## src/rtl/l1d_mshr_scheduler_pkg.sv

```systemverilog
// l1d_mshr_scheduler_pkg: entry state encoding, entry record and helpers
// shared by the L1D MSHR scheduler and its round-robin arbiter.
package l1d_mshr_scheduler_pkg;

    localparam int MSHR_NUM_DEFAULT  = 8;
    // Hazard ids are stored at a fixed width so the entry record does not
    // depend on the instance's MSHR_NUM (supports up to 256 entries).
    localparam int L1D_MSHR_ID_MAX_W = 8;

    typedef enum logic [2:0] {
        ST_IDLE       = 3'd0,
        ST_HZD        = 3'd1,
        ST_EVICT      = 3'd2,
        ST_EVICT_WAIT = 3'd3,
        ST_FILL       = 3'd4,
        ST_FILL_WAIT  = 3'd5,
        ST_DONE       = 3'd6
    } mshr_state_e;

    typedef struct packed {
        mshr_state_e                  state;
        logic                         need_evict;
        logic                         need_linefill;
        logic                         hzd_vld;
        logic [L1D_MSHR_ID_MAX_W-1:0] hzd_id;
    } l1d_mshr_entry_t;

    function automatic l1d_mshr_entry_t pack_l1d_mshr_entry(
        input mshr_state_e                  st,
        input logic                         need_evict,
        input logic                         need_linefill,
        input logic                         hzd_vld,
        input logic [L1D_MSHR_ID_MAX_W-1:0] hzd_id
    );
        l1d_mshr_entry_t e;
        e.state         = st;
        e.need_evict    = need_evict;
        e.need_linefill = need_linefill;
        e.hzd_vld       = hzd_vld;
        e.hzd_id        = hzd_id;
        return e;
    endfunction

    // First step of an entry once nothing older blocks it.
    function automatic mshr_state_e mshr_route(input logic need_evict, input logic need_linefill);
        if (need_evict)    return ST_EVICT;
        if (need_linefill) return ST_FILL;
        return ST_DONE;
    endfunction

endpackage

```

## src/rtl/l1d_mshr_scheduler_rr_arb.sv

```systemverilog
// l1d_mshr_rr_arb: N-requester round-robin arbiter with a vld/rdy output.
// Priority starts at the index after the last grant; a grant offered while
// rdy is low is held on the same id until it is accepted.
module l1d_mshr_rr_arb #(
    parameter int N    = 8,
    parameter int ID_W = $clog2(N)
) (
    input  logic            clk,
    input  logic            rst,
    input  logic [N-1:0]    req,
    input  logic            rdy,
    output logic            vld,
    output logic [ID_W-1:0] id
);

    logic [ID_W-1:0] ptr_q, ptr_d;
    logic [ID_W-1:0] lock_id_q, lock_id_d;
    logic            lock_q, lock_d;
    logic [ID_W-1:0] pick;
    logic [ID_W-1:0] idx;
    logic            found;

    // Rotating search from the pointer; a stalled grant overrides the search.
    always_comb begin
        found = 1'b0;
        pick  = ptr_q;
        idx   = '0;
        for (int k = 0; k < N; k++) begin
            idx = ptr_q + ID_W'(k);
            if (!found && req[idx]) begin
                found = 1'b1;
                pick  = idx;
            end
        end
        if (lock_q && req[lock_id_q]) begin
            vld = 1'b1;
            id  = lock_id_q;
        end else begin
            vld = found;
            id  = pick;
        end
        ptr_d     = (vld && rdy) ? id + ID_W'(1) : ptr_q;
        lock_d    = vld && !rdy;
        lock_id_d = id;
    end

    // Pointer and stall-hold registers.
    always_ff @(posedge clk) begin
        if (rst) begin
            ptr_q     <= '0;
            lock_q    <= 1'b0;
            lock_id_q <= '0;
        end else begin
            ptr_q     <= ptr_d;
            lock_q    <= lock_d;
            lock_id_q <= lock_id_d;
        end
    end

endmodule

```

## src/rtl/l1d_mshr_scheduler.sv

```systemverilog
// l1d_mshr_scheduler: owns the L1D MSHR entries, allocates ids to new
// requests and walks each entry through hazard wait, dirty evict, linefill
// and retirement. Evict, linefill and done ports each have their own
// round-robin arbiter.
// Optional build macro L1D_MSHR_PERF_CNT_EN adds saturating perf counters.
module l1d_mshr_scheduler
    import l1d_mshr_scheduler_pkg::*;
#(
    parameter int MSHR_NUM  = MSHR_NUM_DEFAULT,
    parameter int MSHR_ID_W = $clog2(MSHR_NUM)
) (
    input  logic                 clk,
    input  logic                 rst,
    input  logic                 alloc_vld,
    output logic                 alloc_rdy,
    output logic [MSHR_ID_W-1:0] alloc_id,
    input  logic                 alloc_need_evict,
    input  logic                 alloc_need_linefill,
    input  logic                 alloc_hzd_vld,
    input  logic [MSHR_ID_W-1:0] alloc_hzd_id,
    output logic                 evict_req_vld,
    input  logic                 evict_req_rdy,
    output logic [MSHR_ID_W-1:0] evict_req_id,
    input  logic                 evict_ack_vld,
    input  logic [MSHR_ID_W-1:0] evict_ack_id,
    output logic                 fill_req_vld,
    input  logic                 fill_req_rdy,
    output logic [MSHR_ID_W-1:0] fill_req_id,
    input  logic                 fill_ack_vld,
    input  logic [MSHR_ID_W-1:0] fill_ack_id,
    output logic                 done_vld,
    input  logic                 done_rdy,
    output logic [MSHR_ID_W-1:0] done_id,
    output logic [MSHR_ID_W:0]   occupancy,
`ifdef L1D_MSHR_PERF_CNT_EN
    output logic [31:0]          perf_alloc_cnt,
    output logic [31:0]          perf_evict_cnt,
    output logic [31:0]          perf_fill_cnt,
    output logic [31:0]          perf_hzd_stall_cnt,
`endif
    output logic                 err_unexp_ack
);

    l1d_mshr_entry_t      entry_q [MSHR_NUM];
    l1d_mshr_entry_t      entry_d [MSHR_NUM];
    logic [MSHR_NUM-1:0]  idle_vec, evict_vec, fill_vec, done_vec;
    logic [MSHR_ID_W:0]   occupancy_q, occupancy_d;
    logic                 err_q, err_d;
    logic                 alloc_fire, evict_fire, fill_fire, done_fire;
    logic                 hzd_live;

    // Per-state request vectors and lowest-free-index allocation.
    always_comb begin
        idle_vec  = '0;
        evict_vec = '0;
        fill_vec  = '0;
        done_vec  = '0;
        alloc_id  = '0;
        for (int i = 0; i < MSHR_NUM; i++) begin
            idle_vec[i]  = (entry_q[i].state == ST_IDLE);
            evict_vec[i] = (entry_q[i].state == ST_EVICT);
            fill_vec[i]  = (entry_q[i].state == ST_FILL);
            done_vec[i]  = (entry_q[i].state == ST_DONE);
        end
        for (int i = MSHR_NUM - 1; i >= 0; i--) begin
            if (idle_vec[i]) alloc_id = MSHR_ID_W'(i);
        end
        // A retiring entry is still counted busy so it cannot be reused this cycle.
        alloc_rdy  = |idle_vec;
        alloc_fire = alloc_vld && alloc_rdy;
        evict_fire = evict_req_vld && evict_req_rdy;
        fill_fire  = fill_req_vld && fill_req_rdy;
        done_fire  = done_vld && done_rdy;
        // The older entry only blocks if it is live and not leaving right now.
        hzd_live   = alloc_hzd_vld && (entry_q[alloc_hzd_id].state != ST_IDLE) &&
                     !(done_fire && (done_id == alloc_hzd_id));
    end

    l1d_mshr_rr_arb #(.N(MSHR_NUM), .ID_W(MSHR_ID_W)) u_evict_arb (
        .clk(clk), .rst(rst), .req(evict_vec), .rdy(evict_req_rdy),
        .vld(evict_req_vld), .id(evict_req_id)
    );

    l1d_mshr_rr_arb #(.N(MSHR_NUM), .ID_W(MSHR_ID_W)) u_fill_arb (
        .clk(clk), .rst(rst), .req(fill_vec), .rdy(fill_req_rdy),
        .vld(fill_req_vld), .id(fill_req_id)
    );

    l1d_mshr_rr_arb #(.N(MSHR_NUM), .ID_W(MSHR_ID_W)) u_done_arb (
        .clk(clk), .rst(rst), .req(done_vec), .rdy(done_rdy),
        .vld(done_vld), .id(done_id)
    );

    // Per-entry next state, error flag and occupancy.
    always_comb begin
        for (int i = 0; i < MSHR_NUM; i++) begin
            entry_d[i] = entry_q[i];
            case (entry_q[i].state)
                ST_IDLE: begin
                    if (alloc_fire && (alloc_id == MSHR_ID_W'(i))) begin
                        if (hzd_live)
                            entry_d[i] = pack_l1d_mshr_entry(ST_HZD, alloc_need_evict,
                                alloc_need_linefill, 1'b1, L1D_MSHR_ID_MAX_W'(alloc_hzd_id));
                        else
                            entry_d[i] = pack_l1d_mshr_entry(
                                mshr_route(alloc_need_evict, alloc_need_linefill),
                                alloc_need_evict, alloc_need_linefill, 1'b0, '0);
                    end
                end
                ST_HZD: begin
                    if (done_fire && entry_q[i].hzd_vld &&
                        (entry_q[i].hzd_id == L1D_MSHR_ID_MAX_W'(done_id))) begin
                        entry_d[i].state   = mshr_route(entry_q[i].need_evict, entry_q[i].need_linefill);
                        entry_d[i].hzd_vld = 1'b0;
                    end
                end
                ST_EVICT: begin
                    if (evict_fire && (evict_req_id == MSHR_ID_W'(i))) entry_d[i].state = ST_EVICT_WAIT;
                end
                ST_EVICT_WAIT: begin
                    if (evict_ack_vld && (evict_ack_id == MSHR_ID_W'(i)))
                        entry_d[i].state = entry_q[i].need_linefill ? ST_FILL : ST_DONE;
                end
                ST_FILL: begin
                    if (fill_fire && (fill_req_id == MSHR_ID_W'(i))) entry_d[i].state = ST_FILL_WAIT;
                end
                ST_FILL_WAIT: begin
                    if (fill_ack_vld && (fill_ack_id == MSHR_ID_W'(i))) entry_d[i].state = ST_DONE;
                end
                ST_DONE: begin
                    if (done_fire && (done_id == MSHR_ID_W'(i)))
                        entry_d[i] = pack_l1d_mshr_entry(ST_IDLE, 1'b0, 1'b0, 1'b0, '0);
                end
                default: entry_d[i] = pack_l1d_mshr_entry(ST_IDLE, 1'b0, 1'b0, 1'b0, '0);
            endcase
        end

        err_d = err_q ||
                (evict_ack_vld && (entry_q[evict_ack_id].state != ST_EVICT_WAIT)) ||
                (fill_ack_vld  && (entry_q[fill_ack_id].state  != ST_FILL_WAIT));

        occupancy_d = occupancy_q;
        if (alloc_fire && !done_fire)      occupancy_d = occupancy_q + 1'b1;
        else if (!alloc_fire && done_fire) occupancy_d = occupancy_q - 1'b1;
    end

    // Entry table, occupancy and sticky error registers.
    always_ff @(posedge clk) begin
        if (rst) begin
            for (int i = 0; i < MSHR_NUM; i++)
                entry_q[i] <= pack_l1d_mshr_entry(ST_IDLE, 1'b0, 1'b0, 1'b0, '0);
            occupancy_q <= '0;
            err_q       <= 1'b0;
        end else begin
            for (int i = 0; i < MSHR_NUM; i++)
                entry_q[i] <= entry_d[i];
            occupancy_q <= occupancy_d;
            err_q       <= err_d;
        end
    end

    assign occupancy     = occupancy_q;
    assign err_unexp_ack = err_q;

`ifdef L1D_MSHR_PERF_CNT_EN
    logic [31:0] perf_alloc_cnt_q, perf_alloc_cnt_d;
    logic [31:0] perf_evict_cnt_q, perf_evict_cnt_d;
    logic [31:0] perf_fill_cnt_q,  perf_fill_cnt_d;
    logic [31:0] perf_hzd_cnt_q,   perf_hzd_cnt_d;
    logic        any_hzd;

    function automatic logic [31:0] sat_inc(input logic [31:0] v, input logic en);
        return (en && (v != 32'hFFFF_FFFF)) ? v + 32'd1 : v;
    endfunction

    // Event counters; the hazard counter ticks on any cycle with an entry in HZD.
    always_comb begin
        any_hzd = 1'b0;
        for (int i = 0; i < MSHR_NUM; i++)
            if (entry_q[i].state == ST_HZD) any_hzd = 1'b1;
        perf_alloc_cnt_d = sat_inc(perf_alloc_cnt_q, alloc_fire);
        perf_evict_cnt_d = sat_inc(perf_evict_cnt_q, evict_fire);
        perf_fill_cnt_d  = sat_inc(perf_fill_cnt_q, fill_fire);
        perf_hzd_cnt_d   = sat_inc(perf_hzd_cnt_q, any_hzd);
    end

    // Counter registers.
    always_ff @(posedge clk) begin
        if (rst) begin
            perf_alloc_cnt_q <= '0;
            perf_evict_cnt_q <= '0;
            perf_fill_cnt_q  <= '0;
            perf_hzd_cnt_q   <= '0;
        end else begin
            perf_alloc_cnt_q <= perf_alloc_cnt_d;
            perf_evict_cnt_q <= perf_evict_cnt_d;
            perf_fill_cnt_q  <= perf_fill_cnt_d;
            perf_hzd_cnt_q   <= perf_hzd_cnt_d;
        end
    end

    assign perf_alloc_cnt     = perf_alloc_cnt_q;
    assign perf_evict_cnt     = perf_evict_cnt_q;
    assign perf_fill_cnt      = perf_fill_cnt_q;
    assign perf_hzd_stall_cnt = perf_hzd_cnt_q;
`endif

endmodule

```

## config.mk

```make
export PLATFORM = sky130hd
export DESIGN_NAME = l1d_mshr_scheduler
export DESIGN_NICKNAME = d
export VERILOG_FILES = /design/src/rtl/l1d_mshr_scheduler_pkg.sv /design/src/rtl/l1d_mshr_scheduler_rr_arb.sv /design/src/rtl/l1d_mshr_scheduler.sv
export SDC_FILE = /design/constraint.sdc
export NUM_CORES = 1
export LEC_CHECK = 0
export CAP_MARGIN = 20
export CORE_MARGIN = 2
export CORE_UTILIZATION = 25
export CTS_CLUSTER_DIAMETER = 40
export DETAILED_ROUTE_END_ITERATION = 8
export GPL_TIMING_DRIVEN = 0
export MAX_ROUTING_LAYER = met4
export PLACE_DENSITY = 0.47
export SLEW_MARGIN = 20
export SYNTH_ARGS = -nofsm -noshare
export SYNTH_HDL_FRONTEND = slang
export SYNTH_HIERARCHICAL = 1
export SYNTH_SLANG_ARGS = --single-unit
```

## constraint.sdc

```tcl
create_clock -name clk -period 8.69 [get_ports clk]
set_input_delay 1.738 -clock clk [delete_from_list [all_inputs] [get_ports clk]]
set_output_delay 1.738 -clock clk [all_outputs]
set_load 0.05 [all_outputs]
```

Word level (Yosys, flattened, before mapping)
Memories as Yosys holds them, arrays and structs flattened. Cells that the tools add are included. Widths: inputs -> output; s select.

Memories kept: 1. Register bits after elaboration: 26. RAM bits: 112. Word-level logic and storage cells: 733. Input port bits: 20.

Memory list: entry_q (depth 8, bits a word 14, rd ports 11, clocked after memory_dff 0, write ports 8, RTL line l1d_mshr_scheduler.sv:44) `l1d_mshr_entry_t entry_q [MSHR_NUM];`.

Order comparisons: 27. Mux-type cells: 395. Add/subtract/negate cells: 26. Reduce and logical (&&, ||, !) cells: 164. Bitwise operators: 8. Equality and inequality tests: 101.

Operators with widths (count): $mux 14 (32); $mux 3 (122); $pmux 8 s3 (8); $mux 1 (172); $pmux 3 s7 (8); $eq 3x3->1 const B (48); $lt 3x4->1 const B (27); $logic_and 1x1->1 (102); $eq 3x2->1 const B (28); $bmux 1 s3 (27); $eq 8x3->1 (8); $pmux 2 s3 (8); $eq 3x1->1 const B (14); $logic_not 3->1 (14); $reduce_or 5->1 (8); $add 3x3->3 const B (12); $pmux 1 s4 (8); $reduce_or 4->1 (8); $logic_not 1->1 (27); $add 3x1->3 const B (6); $add 3x2->3 const B (6); $mux 2 (8); $mux 4 (2); $or 1x1->1 (8); other kinds (9) (10).

Depth between registers and ports, before layout
Gate-level depths: netlist of run 1.

Depth in word-level cells: 43. Mapped depth: 24. Mapped depth without buffers: 17.

Modules after synthesis
The synthesis of run 1 kept the hierarchy.

Modules (own cells, without submodules): l1d_mshr_scheduler (instances 1, area an instance 5615.4 um^2, sequential area each 1541.5 um^2, cells an instance 734); l1d_mshr_rr_arb (instances 3, area an instance 1426.4 um^2, sequential area each 140.1 um^2, cells an instance 149).

Worst setup path after synthesis of run 1
No wires, ideal clock.

Kind: reg2reg. Start: register u_done_arb.ptr_q[1]. End: memory entry_q[4][13] (netlist name). Path slack: 3374 ps. Required time: 8570 ps. Arrival: 5196 ps. Period minus slack after synthesis: 5316 ps. Cell stages (with the launch flop): 22. Cell sequence: dfxtp_1 -> clkbuf_1 -> inv_1 -> ha_1 -> buf_2 -> buf_6 -> mux4_2 -> mux2i_2 -> o2bb2ai_2 -> buf_2 -> a21boi_0 -> o31ai_1 -> a21oi_1 -> nand3_1 -> nand2_1 -> buf_2 -> buf_6 -> xor2_1 -> or4_1 -> a32oi_1 -> nand3_1 -> o31a_1.

RTL lines: from (decl) (RTL line l1d_mshr_scheduler_rr_arb.sv:16) `logic [ID_W-1:0] ptr_q, ptr_d;`; from (signal assigned) (RTL line l1d_mshr_scheduler_rr_arb.sv:54) `ptr_q <= ptr_d;`; to (decl) (RTL line l1d_mshr_scheduler.sv:44).

Worst setup path after layout of run 1
Start: register u_fill_arb.ptr_q[1]. End: output fill_req_id[1].

Word-level cells in the longest chain between the ends: 25. Elaborated cells on any way between the ends: 52.

RTL lines: from (decl) (RTL line l1d_mshr_scheduler_rr_arb.sv:16); from (signal assigned) (RTL line l1d_mshr_scheduler_rr_arb.sv:54); branches (longest 23 deep; another with $add 3x1->3); $mux 3 (*) (RTL line l1d_mshr_scheduler_rr_arb.sv:30) `if (!found && req[idx]) begin`; $mux 3 (*) (RTL line l1d_mshr_scheduler_rr_arb.sv:35) `if (lock_q && req[lock_id_q]) begin`; to (decl) (RTL line l1d_mshr_scheduler.sv:28) `output logic [MSHR_ID_W-1:0] fill_req_id,`.

Every way passes the cells marked *. The select of a mux whose other input is x is not followed.

==> results.json, run 1 <==
{
  "cts_tree": "yes",
  "relSlewSlack_pct": 35.9,
  "yosys_warnings": 6,
  "synthCells": 1181,
  "rsz0062_at_grt": "no",
  "dp_hpwl_um": 27800,
  "n_antenna_cell": 0,
  "crit_type": "reg -> out",
  "r2r_cells": 22,
  "ys.flop_type": "dfxtp_1",
  "synth_edf_count": 0,
  "die_area_mm2": 0.0412,
  "ioPinCount": 41,
  "finalSetupTns_ps": 0,
  "die_w_um": 203,
  "gp_congestion": 0.946,
  "ys_ff_latch": 98,
  "slowest_delay_ps": 850,
  "antenna_found_initial": 0,
  "gr-usage-all-layers_pct": 18.0,
  "cts.sinks": 98,
  "fill_cells": 4174,
  "synth.avg_cell_area_um2": 8.38,
  "worst_slew_pin_slew_ps": 959,
  "min_period_over_period_pct": 81.3,
  "clockPowerShare_pct": 8.5,
  "internal_power_mw": 2.14,
  "worstPathArrival_ps": 5320,
  "hold_depth": 2,
  "hp-class": "reg -> reg",
  "final_layout_size_suffix_gt1_share_pct": 15.3,
  "core_mm2": 0.0388,
  "syn2layout_area_growth_pct": 13.0,
  "slowest_stage": "clkdlybuf4s50_1",
  "cp.required_ps": 6950,
  "post-route-util_pct": 28.8,
  "p_comb_share_pct": 78.6,
  "grt_pass1_wl_um": 55800,
  "path_cells": "clkbuf_1 > inv_1 > ha_1 > buf_2 > buf_6 > mux4_2 > mux2i_2 > o2bb2ai_2 > buf_2 > a21boi_0 > o31ai_1 > a21oi_1 > nand3_1 > nand2_1 > clkdlybuf4s50_1",
  "crit_top_cell": "buf_2",
  "fin_nets": 1260,
  "power_density_mw_per_mm2": 433,
  "placement_rows": 72,
  "syn_nets": 1214,
  "ant_nets": 0,
  "sw_frac_of_total_pct": 55.9,
  "clkLatencyLatePin_ps": 370,
  "hold_violations": 0,
  "wl_per_cell_um": 20.9,
  "synth_area_mm2": 0.00989,
  "cts_resized": 0,
  "setup_viol": 0,
  "ys_seq_area_share_pct": 19.8,
  "vias_per_cell": 5.63,
  "grt_pass1_vias": 9209,
  "clk_pin_slew_ps": 80,
  "portBuffers": 35,
  "hold_buffers": 0,
  "placed_area_mm2": 0.0109,
  "cp-start-kind": "flip-flop",
  "slew_viol_final": 0,
  "whs_ps": 465,
  "clockBufferDepth": 2,
  "grt_max_degree": 27,
  "drt-pass1-iter-count": 5,
  "multi_input_area_mm2": 0.00727,
  "die_h_um": 203,
  "fmax_mhz": 142,
  "total_power_mw": 4.85,
  "design_area_mm2": 0.0112,
  "numCtsBuffers": 9,
  "cp_max_fo": 10,
  "status": "finished clean",
  "async_reset_ff_share_pct": 0,
  "drtIter0Drc": 986,
  "yosys.cell_types.count": 99,
  "skew_ps": 13.8,
  "drt-total-wl_um": 36600,
  "vias": 9844,
  "start_util_pct": 25.5,
  "power.switching_mw": 2.71,
  "gr-total-overflow": 0,
  "finalCriticalPeriod_ps": 7060,
  "end_kind": "primary output",
  "seq_power_share_pct": 12.9,
  "max-vdd-ir-drop_mv": 0.185,
  "seq_area_mm2": 0.00196,
  "post-cts-setup-buffers": 0,
  "power.leakage_nw": 3.97,
  "clockRootBuffer": "clkbuf_16",
  "drc": 0,
  "drv_cap": 0,
  "h-tree-depth": 3
}
critical path, delay by kind of cell (launching register included):
family / cells / cell delay, ps
muxes: 2 / 780
DFF: 1 / 510
buffers and inverters: 6 / 2280
adders and majority gates: 1 / 350
AOI/OAI and AO/OA: 4 / 650
and+or+nand+nor: 2 / 360
cells in the final DEF, fill, tap and decap left out, types with 9 or more instances in the layout:
master and instances:
nand3_1 41, a211oi_1 10, o31ai_1 12, dfxtp_1 98, xor2_1 34, nor4_1 22
mux2_2 13, mux4_1 9, o211ai_1 20, a22oi_1 16, nand4_1 9, clkdlybuf4s50_1 34
ha_1 12, buf_2 26, a21o_1 11, a21oi_1 70, or3_1 13, nand2b_1 28
a22o_1 13, and2_1 21, clkbuf_16 9, clkbuf_1 41, mux2i_1 27, nand2_1 79
o2111ai_1 9, o22ai_1 13, a311oi_1 13, nor2b_1 32, nand3b_1 11, o21ai_0 44
nor2_1 107, nor3_1 33, mux4_2 39, a31oi_1 19, buf_6 10, inv_1 27
a32o_1 9
synthesized netlist by cell type, types with 28 or more instances:
library cell / instances / share of area [%]
a21oi_1: 70 / 3.5
clkbuf_1: 41 / 1.6
dfxtp_1: 98 / 20
mux4_2: 39 / 8.9
nand2_1: 79 / 3.0
nand2b_1: 28 / 1.8
nand3_1: 41 / 2.1
nor2_1: 107 / 4.1
nor2b_1: 32 / 2.0
nor3_1: 34 / 1.7
o21ai_0: 44 / 2.2
xor2_1: 34 / 3.0
metal layers:
metal | track usage, % | share of wire, % | vias to the layer above
li1 | - | - | 4632
met1 | 25.1 | 49 | 4814
met2 | 27.7 | 45 | 360
met3 | 2.41 | 5.0 | 38
met4 | 4.28 | 1.7 | 0
met5 | - | 0 | -
cell families (layout without fill, tap and decap cells):
kind of cell / count (synthesis) / count (layout) / synth area share [%]
AND/OR/NAND/NOR: 463 / 463 / 25.0
multiplexers: 97 / 97 / 17.0
buffers and inverters: 124 / 175 / 6.84
adder cells (fa/ha/maj): 13 / 13 / 1.72
AO/OA/AOI/OAI: 344 / 344 / 25.8
XOR/XNOR: 42 / 42 / 3.72
flip-flops: 98 / 98 / 19.8
metrics by stage:
stage	setup WS (ps)	cells
global placement	2060	1734
finish	1630	1750
global route	1250	1750
CTS	1660	1750
detailed placement	2070	1734
floorplan	3370	1181
path summary, 6_finish.rpt:
check | slack [ps] | from | endpoint
max | 1630 | u_fill_arb/ptr_q[1] | fill_req_id[1]
min | 470 | entry_q[5][2] | entry_q[5][2]
max reg2reg | 2480 | u_done_arb/ptr_q[1] | entry_q[2][13]
min reg2reg | 470 | entry_q[5][2] | entry_q[5][2]
power by group through the flow:
stage               logic (mW)  registers (mW)  clock network (mW)
global placement          3.75           0.632                   0
global route              4.08           0.639               0.434
finish                    3.81           0.626               0.412
CTS                       3.77           0.625               0.422
floorplan                 2.75           0.631                   0
detailed placement        3.75           0.635                   0
registers in the layout (all words and copies together), names as in the netlist:
signal and cells:
u_evict_arb/lock_q 1, u_done_arb/lock_q 1, u_fill_arb/lock_id_q 3, u_fill_arb/lock_q 1, u_done_arb/ptr_q 3, occupancy 4
u_evict_arb/lock_id_q 3, u_done_arb/lock_id_q 3, entry_q 72, err_unexp_ack 1, u_evict_arb/ptr_q 3, u_fill_arb/ptr_q 3
cell type report:
class / instances / area share (%)
Sequential cell: 98 / 17.5
Clock buffer: 10 / 2.14
Buffer: 92 / 4.96
Inverter: 32 / 1.10
Timing Repair Buffer: 35 / 3.09
Tap cell: 518 / 5.79
Clock inverter: 6 / 0.425
Multi-Input combinational cell: 959 / 65.0
Note: power is estimated with default switching activity, not from simulation.
==> run 2, diff against run 1 <==
Clock period 8.69 ns to 6.7 ns, I/O delays scaled along.
==> results.json, run 2 (synthesis results as in run 1) <==
{
  "status": "finished clean",
  "drc": 0,
  "clockRootBuffer": "clkbuf_16",
  "numCtsBuffers": 9,
  "cp_max_fo": 11,
  "hold_violations": 0,
  "grt_pass1_wl_um": 55800,
  "end_kind": "primary output",
  "slew_viol_final": 0,
  "rsz0062_at_grt": "no",
  "power_density_mw_per_mm2": 562,
  "relSlewSlack_pct": 33.8,
  "start_util_pct": 25.5,
  "n_antenna_cell": 0,
  "die_h_um": 203,
  "cp.required_ps": 5360,
  "slowest_delay_ps": 930,
  "die_w_um": 203,
  "timing.rr.end": "entry_q[3][0]",
  "cp-start-kind": "flip-flop",
  "dp_hpwl_um": 27800,
  "drtIter0Drc": 1047,
  "largest_register_ffs": 72,
  "fin_nets": 1260,
  "cts.sinks": 98,
  "syn2layout_area_growth_pct": 13.1,
  "die_area_mm2": 0.0412,
  "portBuffers": 35,
  "hold_buffers": 0,
  "drt-pass1-iter-count": 5,
  "clk_pin_slew_ps": 80,
  "max-vdd-ir-drop_mv": 0.241,
  "slowest_stage": "clkdlybuf4s50_1",
  "skew_ps": 14.0,
  "crit_end": "done_vld",
  "min_period_over_period_pct": 95.2,
  "clkLatencyLatePin_ps": 370,
  "gr-usage-all-layers_pct": 18.0,
  "vias": 9859,
  "final_layout_size_suffix_gt1_share_pct": 15.5,
  "crit_type": "reg -> out",
  "worst_slew_pin_slew_ps": 991,
  "drt-total-wl_um": 36600,
  "r2r_slack_ps": 520,
  "gp_congestion": 0.946,
  "gr-total-overflow": 0,
  "placement_rows": 72,
  "clockBufferDepth": 2,
  "setup_viol": 0,
  "h-tree-depth": 3,
  "fmax_mhz": 157,
  "hold_depth": 2,
  "antenna_found_initial": 0,
  "core_mm2": 0.0388,
  "worstPathArrival_ps": 5040,
  "r2r_start": "entry_q[5][11]",
  "ioPinCount": 41,
  "layout_commonest_cell": "nor2_1",
  "hp-class": "reg -> reg",
  "grt_max_degree": 27,
  "path_cells": "clkbuf_1 > inv_1 > and2_1 > mux4_2 > a22oi_1 > and3_1 > nand4_1 > clkdlybuf4s50_1",
  "post-route-util_pct": 28.8,
  "cp-startpoint": "entry_q[5][11]",
  "drv_cap": 0,
  "ant_nets": 0,
  "mostFrequentLayoutCells": "107 x nor2_1, 98 x dfxtp_1, 79 x nand2_1",
  "cts_tree": "yes",
  "finalCriticalPeriod_ps": 6380,
  "largest-register": "entry_q",
  "wl_per_cell_um": 20.9,
  "grt_pass1_vias": 9209,
  "power.leakage_nw": 3.98,
  "r2r_cells": 15,
  "vias_per_cell": 5.63,
  "finalSetupTns_ps": 0
}
run 2: worst max-delay path: cells and delay by family, from the launching register on:
kind	cells	cell delay (ps)
AO/OA/AOI/OAI	1	550
buffers and inverters	3	1750
flip-flops	1	520
multiplexers	1	550
AND/OR/NAND/NOR	3	1270
run 2: worst min path at each step:
| stage | from | end | slack (ps) |
|---|---|---|---|
| 6_report | entry_q[5][2] | entry_q[5][2] | 470 |
| 3_3_place_gp | entry_q[6][1] | entry_q[6][1] | 460 |
| 5_1_grt | entry_q[5][2] | entry_q[5][2] | 490 |
| 4_1_cts | entry_q[5][2] | entry_q[5][2] | 470 |
| 2_1_floorplan | entry_q[6][9] | entry_q[6][9] | 430 |
| 3_5_place_dp | entry_q[5][2] | entry_q[5][2] | 460 |
run 2: cell type report:
class / count / area (um2)
Sequential cell: 98 / 1960
Timing Repair Buffer: 35 / 345
Multi-Input combinational cell: 959 / 7270
Buffer: 92 / 558
Tap cell: 518 / 648
Fill cell: 4173 / 27600
Clock buffer: 10 / 239
Inverter: 32 / 123
Clock inverter: 6 / 47.5
run 2: power by group:
part / total [mW] / switching, mW / internal, mW
combinational: 4.94 / 3.15 / 1.80
clock: 0.533 / 0.267 / 0.266
sequential: 0.812 / 0.102 / 0.710
total: 6.29 / 3.52 / 2.77
run 2: repair_timing:
item / in CTS / in global routing
endpoints found under the setup margin: 0 / 5
gates resized for setup: 0 / 6
setup buffers: 0 / 0
run 2: metal layers:
layer | track usage, % | routed length [um]
met4 | 4.28 | 503
met3 | 2.41 | 1820
met1 | 25.1 | 17800
met2 | 27.7 | 16600
met5 | - | 0
run 2: metrics by stage:
stage / instances / setup WS, ps / instance area (um2) / power (mW) / hold WS (ps)
after floorplan: 1181 / 1380 / 9890 / 4.38 / 432
after global placement: 1734 / 468 / 10900 / 5.69 / 456
after detailed placement: 1734 / 479 / 10900 / 5.69 / 461
after CTS: 1750 / 65.0 / 11200 / 6.25 / 472
after global routing: 1750 / 11.9 / 11200 / 6.69 / 486
final: 1750 / 320 / 11200 / 6.29 / 465
